[src/rtl/dctq_core.sv]
// dctq_core: 8x8 forward DCT with a single shared MAC (row pass, then column pass), optional JPEG quantizer (DCTQ_QUANT_EN).
// Latency: start sampled at edge 0 -> coefficient addr 0 valid after edge 1025, addr 63 after edge 1088, ready after edge 1089.
// Backpressure: hold stalls the OUT stream (dctq_valid low, addr/dctq frozen); no stall is possible in LOAD/ROW/COL.
module dctq_core (
    input  logic        clk,
    input  logic        reset_n,
    input  logic        start,
    input  logic [63:0] di,
    input  logic        din_valid,
    input  logic [2:0]  wa,
    input  logic [7:0]  be,
    input  logic        hold,
    output logic        ready,
    output logic [8:0]  dctq,
    output logic        dctq_valid,
    output logic [5:0]  addr
);

    typedef enum logic [2:0] {IDLE, LOAD, ROW, COL, OUT} state_t;

    state_t state;
    state_t state_nxt;

    logic [63:0]        in_buf [8];
    logic [63:0]        work   [8];
    logic signed [11:0] y_mem  [64];
    logic [8:0]         res    [64];

    // cnt = {outer, middle, inner}: ROW {y,v,x}, COL {u,v,y}; inner index is the MAC term.
    logic [8:0]         cnt;
    logic signed [23:0] acc;

    logic [7:0]         pix;
    logic [2:0]         k_sel;
    logic signed [11:0] mul_a;
    logic signed [7:0]  mul_b;
    logic signed [19:0] mul_p;
    logic signed [23:0] acc_sum;
    logic signed [23:0] acc_rnd;
    logic signed [11:0] y_val;
    logic signed [15:0] f_val;
    logic signed [15:0] q_full;
    logic [8:0]         q_sat;

`ifdef DCTQ_QUANT_EN
    // round(65536/Q) for the JPEG luminance table, indexed 8*u+v.
    localparam logic [13:0] RECIP [64] = '{
        14'd4096, 14'd5958, 14'd6554, 14'd4096, 14'd2731, 14'd1638, 14'd1285, 14'd1074,
        14'd5461, 14'd5461, 14'd4681, 14'd3449, 14'd2521, 14'd1130, 14'd1092, 14'd1192,
        14'd4681, 14'd5041, 14'd4096, 14'd2731, 14'd1638, 14'd1150, 14'd950,  14'd1170,
        14'd4681, 14'd3855, 14'd2979, 14'd2260, 14'd1285, 14'd753,  14'd819,  14'd1057,
        14'd3641, 14'd2979, 14'd1771, 14'd1170, 14'd964,  14'd601,  14'd636,  14'd851,
        14'd2731, 14'd1872, 14'd1192, 14'd1024, 14'd809,  14'd630,  14'd580,  14'd712,
        14'd1337, 14'd1024, 14'd840,  14'd753,  14'd636,  14'd542,  14'd546,  14'd649,
        14'd910,  14'd712,  14'd690,  14'd669,  14'd585,  14'd655,  14'd636,  14'd662
    };
    logic signed [31:0] qprod;
    logic signed [31:0] qrnd;
`endif

    // C[k][n] = round(128*c(k)*cos((2n+1)k*pi/16)); the cosine argument is folded mod 32 (units of pi/16).
    function automatic logic signed [7:0] dct_coef(input logic [2:0] k, input logic [2:0] n);
        logic [4:0]        m;
        logic signed [7:0] c;
        m = {1'b0, n, 1'b1} * {2'b00, k};
        case (m[3:0])
            4'd1:    c = 8'sd126;
            4'd2:    c = 8'sd118;
            4'd3:    c = 8'sd106;
            4'd4:    c = 8'sd91;
            4'd5:    c = 8'sd71;
            4'd6:    c = 8'sd49;
            4'd7:    c = 8'sd25;
            4'd9:    c = -8'sd25;
            4'd10:   c = -8'sd49;
            4'd11:   c = -8'sd71;
            4'd12:   c = -8'sd91;
            4'd13:   c = -8'sd106;
            4'd14:   c = -8'sd118;
            4'd15:   c = -8'sd126;
            default: c = 8'sd0;
        endcase
        if (m[4]) c = -c;
        if (k == 3'd0) c = 8'sd91;
        return c;
    endfunction

    // State register.
    always_ff @(posedge clk or negedge reset_n) begin
        if (!reset_n) state <= IDLE;
        else          state <= state_nxt;
    end

    // Next-state logic; start is only looked at in IDLE.
    always_comb begin
        state_nxt = state;
        case (state)
            IDLE:    if (start) state_nxt = LOAD;
            LOAD:    state_nxt = ROW;
            ROW:     if (&cnt) state_nxt = COL;
            COL:     if (&cnt) state_nxt = OUT;
            OUT:     if (!hold && addr == 6'd63) state_nxt = IDLE;
            default: state_nxt = IDLE;
        endcase
    end

    // Input row buffer: byte-masked writes accepted in every state.
    always_ff @(posedge clk or negedge reset_n) begin
        if (!reset_n) begin
            for (int r = 0; r < 8; r++) in_buf[r] <= '0;
        end else if (din_valid) begin
            for (int b = 0; b < 8; b++)
                if (!be[b]) in_buf[wa][8*b +: 8] <= di[8*b +: 8];
        end
    end

    // Snapshot the buffer so later host writes cannot disturb the block in flight.
    always_ff @(posedge clk or negedge reset_n) begin
        if (!reset_n) begin
            for (int r = 0; r < 8; r++) work[r] <= '0;
        end else if (state == LOAD) begin
            for (int r = 0; r < 8; r++) work[r] <= in_buf[r];
        end
    end

    // Shared MAC operand selection, rounding and quantization.
    always_comb begin
        pix = work[cnt[8:6]][{cnt[2:0], 3'b000} +: 8];
        if (state == ROW) begin
            mul_a = $signed({4'b0000, pix} - 12'd128);
            k_sel = cnt[5:3];
        end else begin
            mul_a = y_mem[{cnt[2:0], cnt[5:3]}];
            k_sel = cnt[8:6];
        end
        mul_b   = dct_coef(k_sel, cnt[2:0]);
        mul_p   = mul_a * mul_b;
        acc_sum = acc + 24'(mul_p);
        acc_rnd = acc_sum + 24'sd128;
        y_val   = 12'(acc_rnd >>> 8);
        f_val   = 16'(acc_rnd >>> 8);
`ifdef DCTQ_QUANT_EN
        qprod   = f_val * $signed({2'b00, RECIP[cnt[8:3]]});
        qrnd    = qprod + 32'sd32768;
        q_full  = 16'(qrnd >>> 16);
`else
        q_full  = f_val;
`endif
        if (q_full > 16'sd255)       q_sat = 9'h0FF;
        else if (q_full < -16'sd256) q_sat = 9'h100;
        else                         q_sat = q_full[8:0];
    end

    // Row/column passes: one MAC per cycle, result written on the 8th term.
    always_ff @(posedge clk or negedge reset_n) begin
        if (!reset_n) begin
            cnt <= '0;
            acc <= '0;
            for (int i = 0; i < 64; i++) begin
                y_mem[i] <= '0;
                res[i]   <= '0;
            end
        end else begin
            case (state)
                LOAD: begin
                    cnt <= '0;
                    acc <= '0;
                end
                ROW, COL: begin
                    cnt <= cnt + 9'd1;
                    if (cnt[2:0] == 3'd7) begin
                        acc <= '0;
                        if (state == ROW) y_mem[cnt[8:3]] <= y_val;
                        else              res[cnt[8:3]]   <= q_sat;
                    end else begin
                        acc <= acc_sum;
                    end
                end
                default: ;
            endcase
        end
    end

    // Registered output stream; addr 0 is presented on the last COL edge.
    always_ff @(posedge clk or negedge reset_n) begin
        if (!reset_n) begin
            ready      <= 1'b1;
            dctq       <= '0;
            dctq_valid <= 1'b0;
            addr       <= '0;
        end else begin
            case (state)
                IDLE: if (start) ready <= 1'b0;
                COL: if (&cnt) begin
                    dctq       <= res[0];
                    dctq_valid <= 1'b1;
                    addr       <= '0;
                end
                OUT: begin
                    if (hold) begin
                        dctq_valid <= 1'b0;
                    end else if (addr == 6'd63) begin
                        dctq_valid <= 1'b0;
                        addr       <= '0;
                        ready      <= 1'b1;
                    end else begin
                        addr       <= addr + 6'd1;
                        dctq       <= res[addr + 6'd1];
                        dctq_valid <= 1'b1;
                    end
                end
                default: ;
            endcase
        end
    end

endmodule

[config.mk]
export PLATFORM = sky130hd
export DESIGN_NAME = dctq_core
export DESIGN_NICKNAME = d
export VERILOG_FILES = /design/src/rtl/dctq_core.sv
export SDC_FILE = /design/constraint.sdc
export NUM_CORES = 2
export LEC_CHECK = 0
export ABC_AREA = 0
export BUFFER_PORTS_ARGS = -buffer_cell sky130_fd_sc_hd__buf_2
export CORE_MARGIN = 4
export CORE_UTILIZATION = 55
export CTS_BUF_LIST = sky130_fd_sc_hd__clkbuf_4 sky130_fd_sc_hd__clkbuf_8
export DETAILED_ROUTE_END_ITERATION = 16
export PLACE_DENSITY = 0.81
export SKIP_CTS_REPAIR_TIMING = 1
export SLEW_MARGIN = 40
export SYNTH_ARGS = -nofsm -noshare
export SYNTH_HDL_FRONTEND = slang
export SYNTH_SLANG_ARGS = --single-unit
[constraint.sdc]
create_clock -name clk -period 15.5 [get_ports clk]
set_clock_uncertainty 0.2 [all_clocks]
set_input_delay 2.325 -clock clk [delete_from_list [all_inputs] [get_ports clk]]
set_output_delay 2.325 -clock clk [all_outputs]
set_load 0.05 [all_outputs]
# Word-level counts from Yosys, hierarchy flattened
# Memory sizes are Yosys's and may differ from the RTL's.
# Cells that the tools add are included.
[word_totals] reg_bits=2421 mem_bits_ro=128 inputBits=80 wordCells=291 mem_count=1
[classes] n_addsub=6 multipliers=2 order_cmp=9 n_eq_ne=13 n_shift=1 mux=84 n_bitwise=6 reduce_logical=18
[mem_list] memory="(name not given)" words=16 word_bits=8 read_ports=1 rd_ports_with_merged_regs=0 wr=0 line="66" source="case (m[3:0])"
[ops] cell="512-bit 2-to-1 mux" n=15
[ops] cell="512-bit bitwise mux" n=8
[ops] cell="64-bit demux with 3-bit select" n=8
[ops] cell="768-bit bitwise mux" n=1
[ops] cell="576-bit bitwise mux" n=1
[ops] cell="64-bit binary-select mux with 3-bit select" n=1
[ops] cell="64-bit 2-to-1 mux" n=3
[ops] cell="12-bit binary-select mux with 6-bit select" n=1
[ops] cell="12-bit demux with 6-bit select" n=1
[ops] cell="9-bit 2-to-1 mux" n=8
[ops] cell="64-bit by 7-bit variable part select with 8-bit output" n=1
[ops] cell="56-bit 2-to-1 mux" n=1
[ops] cell="9-bit binary-select mux with 6-bit select" n=1
[ops] cell="9-bit demux with 6-bit select" n=1
[ops] cell="12-bit 2-to-1 mux" n=4
[ops] cell="24-bit 2-to-1 mux" n=2
[ops] cell="48-bit 2-to-1 mux" n=1
[ops] cell="24-bit case mux with 2 select lines" n=1
[ops] cell="40-bit 2-to-1 mux" n=1
[ops] cell="9-bit case mux with 2 select lines" n=2
[ops] cell="32-bit 2-to-1 mux" n=1
[ops] cell="24-bit by 20-bit adder with 24-bit output" n=1
[ops] cell="24-bit by 9-bit adder with 24-bit output (second input constant)" n=1
[ops] cell="8-bit 2-to-1 mux" n=3
[ops] cell="other kinds (37)" n=71

# Logic depth before layout (Yosys ltp)
[logic_depth] word_depth=28 depth_mapped=49

# Least setup slack after synthesis
# Ideal clock, no wire load.
[synth_timing] kind="register to register" startpoint="register state[1]" endpoint="register res[403] in the netlist's numbering" arrival_time_ns=10.777 t_required_ns=15.226 setup_slack_ns=4.449 path_stages_with_launch=45 cell_sequence="dfrtp_1 -> nor2b_1 -> clkbuf_1 -> nand2b_1 -> clkbuf_1 -> mux2i_1 -> inv_1 -> nand2_1 -> fa_1 -> inv_1 -> ha_1 -> inv_1 -> fa_1 -> mux2_2 -> a21oi_1 -> nand3_1 -> nor3_1 -> nor2_1 -> [... 9 more ...] -> fa_1 -> ha_1 -> buf_2 -> o211a_1 -> a221oi_4 -> nor4bb_1 -> a311oi_2 -> or4_1 -> clkbuf_1 -> nor4_2 -> nand4b_1 -> xor2_1 -> buf_2 -> clkbuf_1 -> clkbuf_1 -> clkbuf_1 -> a32oi_1 -> nand3_1"
[synth_via] elab_chain_cells=14 elab_cells_between_ends=21 cone_classes="add/sub: 3; mul: 2; order compare: 2; eq/ne: 2; mux: 7; bitwise: 1; reduce/logical: 3; memory: 1"
[synth_rtl] item="start, declared" line="21" source="state_t state;"
[synth_rtl] item="start signal, assigned" line="91" source="else state <= state_nxt;"
[synth_rtl] item="3-bit by 2-bit == test with 1-bit output" line="129, 164, 173"
[synth_rtl] item="3-bit 2-to-1 mux" line="129" source="if (state == ROW) begin"
[synth_rtl] item="4-bit by 3-bit multiplier with 5-bit output" line="65" source="m = {1'b0, n, 1'b1} * {2'b00, k};"
[synth_rtl] item="memory 16 x 8 bit"
[synth_rtl] item="8-bit negation" line="83" source="if (m[4]) c = -c;"
[synth_rtl] item="8-bit 2-to-1 mux" line="83"
[synth_rtl] item="8-bit 2-to-1 mux" line="84" source="if (k == 3'd0) c = 8'sd91;"
[synth_rtl] item="12-bit by 8-bit multiplier with 20-bit output" line="137" source="mul_p = mul_a * mul_b;"
[synth_rtl] item="24-bit by 20-bit adder with 24-bit output" line="138" source="acc_sum = acc + 24'(mul_p);"
[synth_rtl] item="24-bit by 9-bit adder with 24-bit output" line="139" source="acc_rnd = acc_sum + 24'sd128;"
[synth_rtl] item="16-bit by 9-bit less-than comparator with 1-bit output" line="150" source="else if (q_full < -16'sd256) q_sat = 9'h100;"
[synth_rtl] item="9-bit 2-to-1 mux" line="150"
[synth_rtl] item="9-bit 2-to-1 mux" line="149" source="if (q_full > 16'sd255) q_sat = 9'h0FF;"
[synth_rtl] item="576-bit bitwise mux" line="174" source="else res[cnt[8:3]] <= q_sat;"
[synth_rtl] item="end signal, assigned by index" line="174"
[synth_rtl] item="end, declared" line="27" source="logic [8:0] res [64];"
# Several ways; a longest one is shown, not always the timed one.
# A chain may end at the register's enable or synchronous reset.

# Worst setup path after layout
[layout_timing] startpoint="register state[1]" endpoint="register res[178] in the netlist's numbering"
# The elaborated chain is that of the path after synthesis.

==> results.md <==
- Final min period: 14.22 ns
- Core Footprint: 0.212 sq mm
- Crit path top cell by count: fa_1
- Final GP Congestion: 0.905
- Slew Limit Fails: 0
- Largest net degree at the start of global routing: 196
- Synth top cells by count: nand2_1 (3233), dfrtp_1 (2420), o21ai_0 (939)
- Iteration-0 DRC count of the detailed router: ~14000
- Number of fill cells: approximately 16000
- Count leader, synth: nand2_1
- WL final: 379000 um
- TritonCTS Buffers: 391
- Initial DRT Pass Iterations: 9
- Final HPWL DP: 227000 um
- CP endpoint kind: flop
- FF+latch area: ~0.061 sq mm
- Worst hold path type: reg2reg
- Mapped Nets: 12100
- Die area: about 0.22 sq mm
- Cells after Synth: 11800
- Final routed DRC violation total: 0
- Synth Register Bits: approximately 2400
- Busiest grt layer: met2
- Met2 layer usage reported by global route: 49.8%
- Area used by multi-input combinational logic: 0.0528 sq mm
- Met3 usage: 10.7%
- Initial Util: 55.3%
- Asr flop ratio synth: 100%
- Relative slew margins: 31.8%
- Clk sinks: around 2400
- Nets: ~12000
- Routed Antenna Nets: 0
- Via count: 98800
- Critical Path RT: about 16 ns
- Achievable Freq: 70.3 MHz
- EDFF count, synth: 0
- Clk_lat worst skew: 1.13 ns
- Slowest cell on the critical path: fa_1
- Synth Flop Type: dfrtp_1
- Die Height: 469 um
- Reg clk slew, reported paths: 0.06 ns
- Sequential share of the synthesized area: ~52%
- Tcrit/Tclk final: 91.7%
- Vias per inst: 6.79
- Max clock buf depth: 4
- Row Count: 169
- Worst Path Arrival: 14.99 ns
- Endpoints failing setup: 0
- Vias in the first global route: 97600
- Worst Tran Pin Value: 1.02 ns
- Synth-to-layout area growth: 9.67%
- Synth area leader: dfrtp_1
- Die width: 469 um
- Synth cell types: 75
- CTS H-tree depth: 5
- Max cap viols: 0
- Routed WL per cell: between 20 and 30 um
- First-pass GRT wire length: ~580000 um
- Max incr delay on CP: 0.82 ns
- Worst path bufs/invs: 5
- Clk Tree Root Cell: clkbuf_8
- I/O pin total: 97
- Yosys warnings: 0
- Outcome: complete, no violations
- Startpoint types: flop
- CP Max Fanout: 179
- Initial antenna violation count: 36
- Post-route setup TNS: 0 ns
- Synthesized area: roughly 0.12 sq mm
- PnR worst setup slack: 1.28 ns
- Share of cells above drive strength 1: 16.9%
- IO buf count: between 90 and 100
- CTS tree: done
- Pre-CTS setup slack: approximately 1.8 ns
- RSZ-0062 raised after global routing: no
- Met1 usage: 42.8%
- Final hold violation count: 0
- Global route overflow: 0
- Mean post-synth cell area: 9.93 sq um
- Crit Path Class: reg2reg
- Crit path max-delay family: simple AND/OR/NAND/NOR gates
- Post-synth top area share: 51.7%
- Total GRT Usage: 33.5%
- Main area contributors after synthesis: dfrtp_1 (52%), nand2_1 (10%), mux2_2 (6.4%)
flip-flops by register name (all words and copies together) (netlist names):
| register | count |
|---|---|
| acc | 24 |
| addr | 6 |
| cnt | 9 |
| dctq | 9 |
| dctq_valid | 1 |
| in_buf | 512 |
| ready | 1 |
| res | 576 |
| state | 3 |
| work | 512 |
| y_mem | 768 |
cell families (layout without fill, tap and decap cells):
| family | count (synthesis) | count (layout) | synth area share (%) |
|---|---|---|---|
| other cells | 0 | 21 | 0 |
| buf+inv | 1149 | 1077 | 3.75 |
| mux | 960 | 960 | 11.1 |
| compound gates | 2715 | 2715 | 15.4 |
| xor+xnor | 52 | 52 | 0.389 |
| flops | 2421 | 2421 | 51.7 |
| simple gates | 4304 | 4304 | 14.9 |
| fa+ha+maj | 187 | 187 | 2.77 |
worst paths after layout:
| path | from | to | slack (ns) | depth (start not counted) |
|---|---|---|---|---|
| max reg2reg | state[1] | res[178] | 1.28 | 36 |
| min reg2reg | in_buf[441] | work[441] | 0.23 | 2 |
| max in group asynchronous | reset_n | in_buf[375] | 10.50 | 8 |
| min in group asynchronous | reset_n | res[209] | 0.95 | 1 |
| min | in_buf[441] | work[441] | 0.23 | 2 |
| max | state[1] | res[178] | 1.28 | 36 |
cell usage in the layout (no fill, tap or decap), drive strengths merged, types with 74 or more instances in the layout:
cell type / n
nand2: 3233
a211oi: 421
nor3: 74
nand3: 509
mux2: 662
buf: 303
o211ai: 91
dfrtp: 2420
a21oi: 229
o21ai: 942
inv: 128
mux4: 204
a32oi: 449
o31ai: 77
fa: 120
mux2i: 94
nor2: 298
o22ai: 225
clkbuf: 603
through the flow:
step	cells	util, %	area (sq um)	hold WS (ns)
after floorplan	11800	-	117000	0.233
after global placement	13900	56.3	119000	0.239
after detailed placement	13900	56.6	120000	0.246
after CTS	14500	60.4	128000	0.224
after global routing	14500	60.6	128000	0.259
final	14600	60.6	128000	0.229
per-layer routing:
metal | vias to the layer above | wire length (um)
met5 | - | 197
met4 | 30 | 26200
met3 | 1763 | 50800
met2 | 7220 | 167000
met1 | 48500 | 134000
li1 | 41200 | -
area by class of cell:
class | count | area share, %
flip-flops and latches | 2421 | 47.2
well taps | 2821 | 2.75
clock buffers | 603 | 5.95
diodes | 21 | 0.0409
inverters | 124 | 0.362
clock inverters | 47 | 0.343
repair buffers | 303 | 2.25
multi-input cells | 8218 | 41.1
worst reg2reg max path: cells and delay by family, from the launching register on:
kind / cells / cell delay [ns]
flops: 1 / 0.47
buf+inv: 5 / 0.91
simple gates: 13 / 4.96
compound gates: 5 / 1.79
fa+ha+maj: 9 / 4.18
xor+xnor: 2 / 0.75
mux: 2 / 0.82
Power is not shown: default switching activity piles up to over one toggle a cycle in this logic, so the estimate is an artifact.
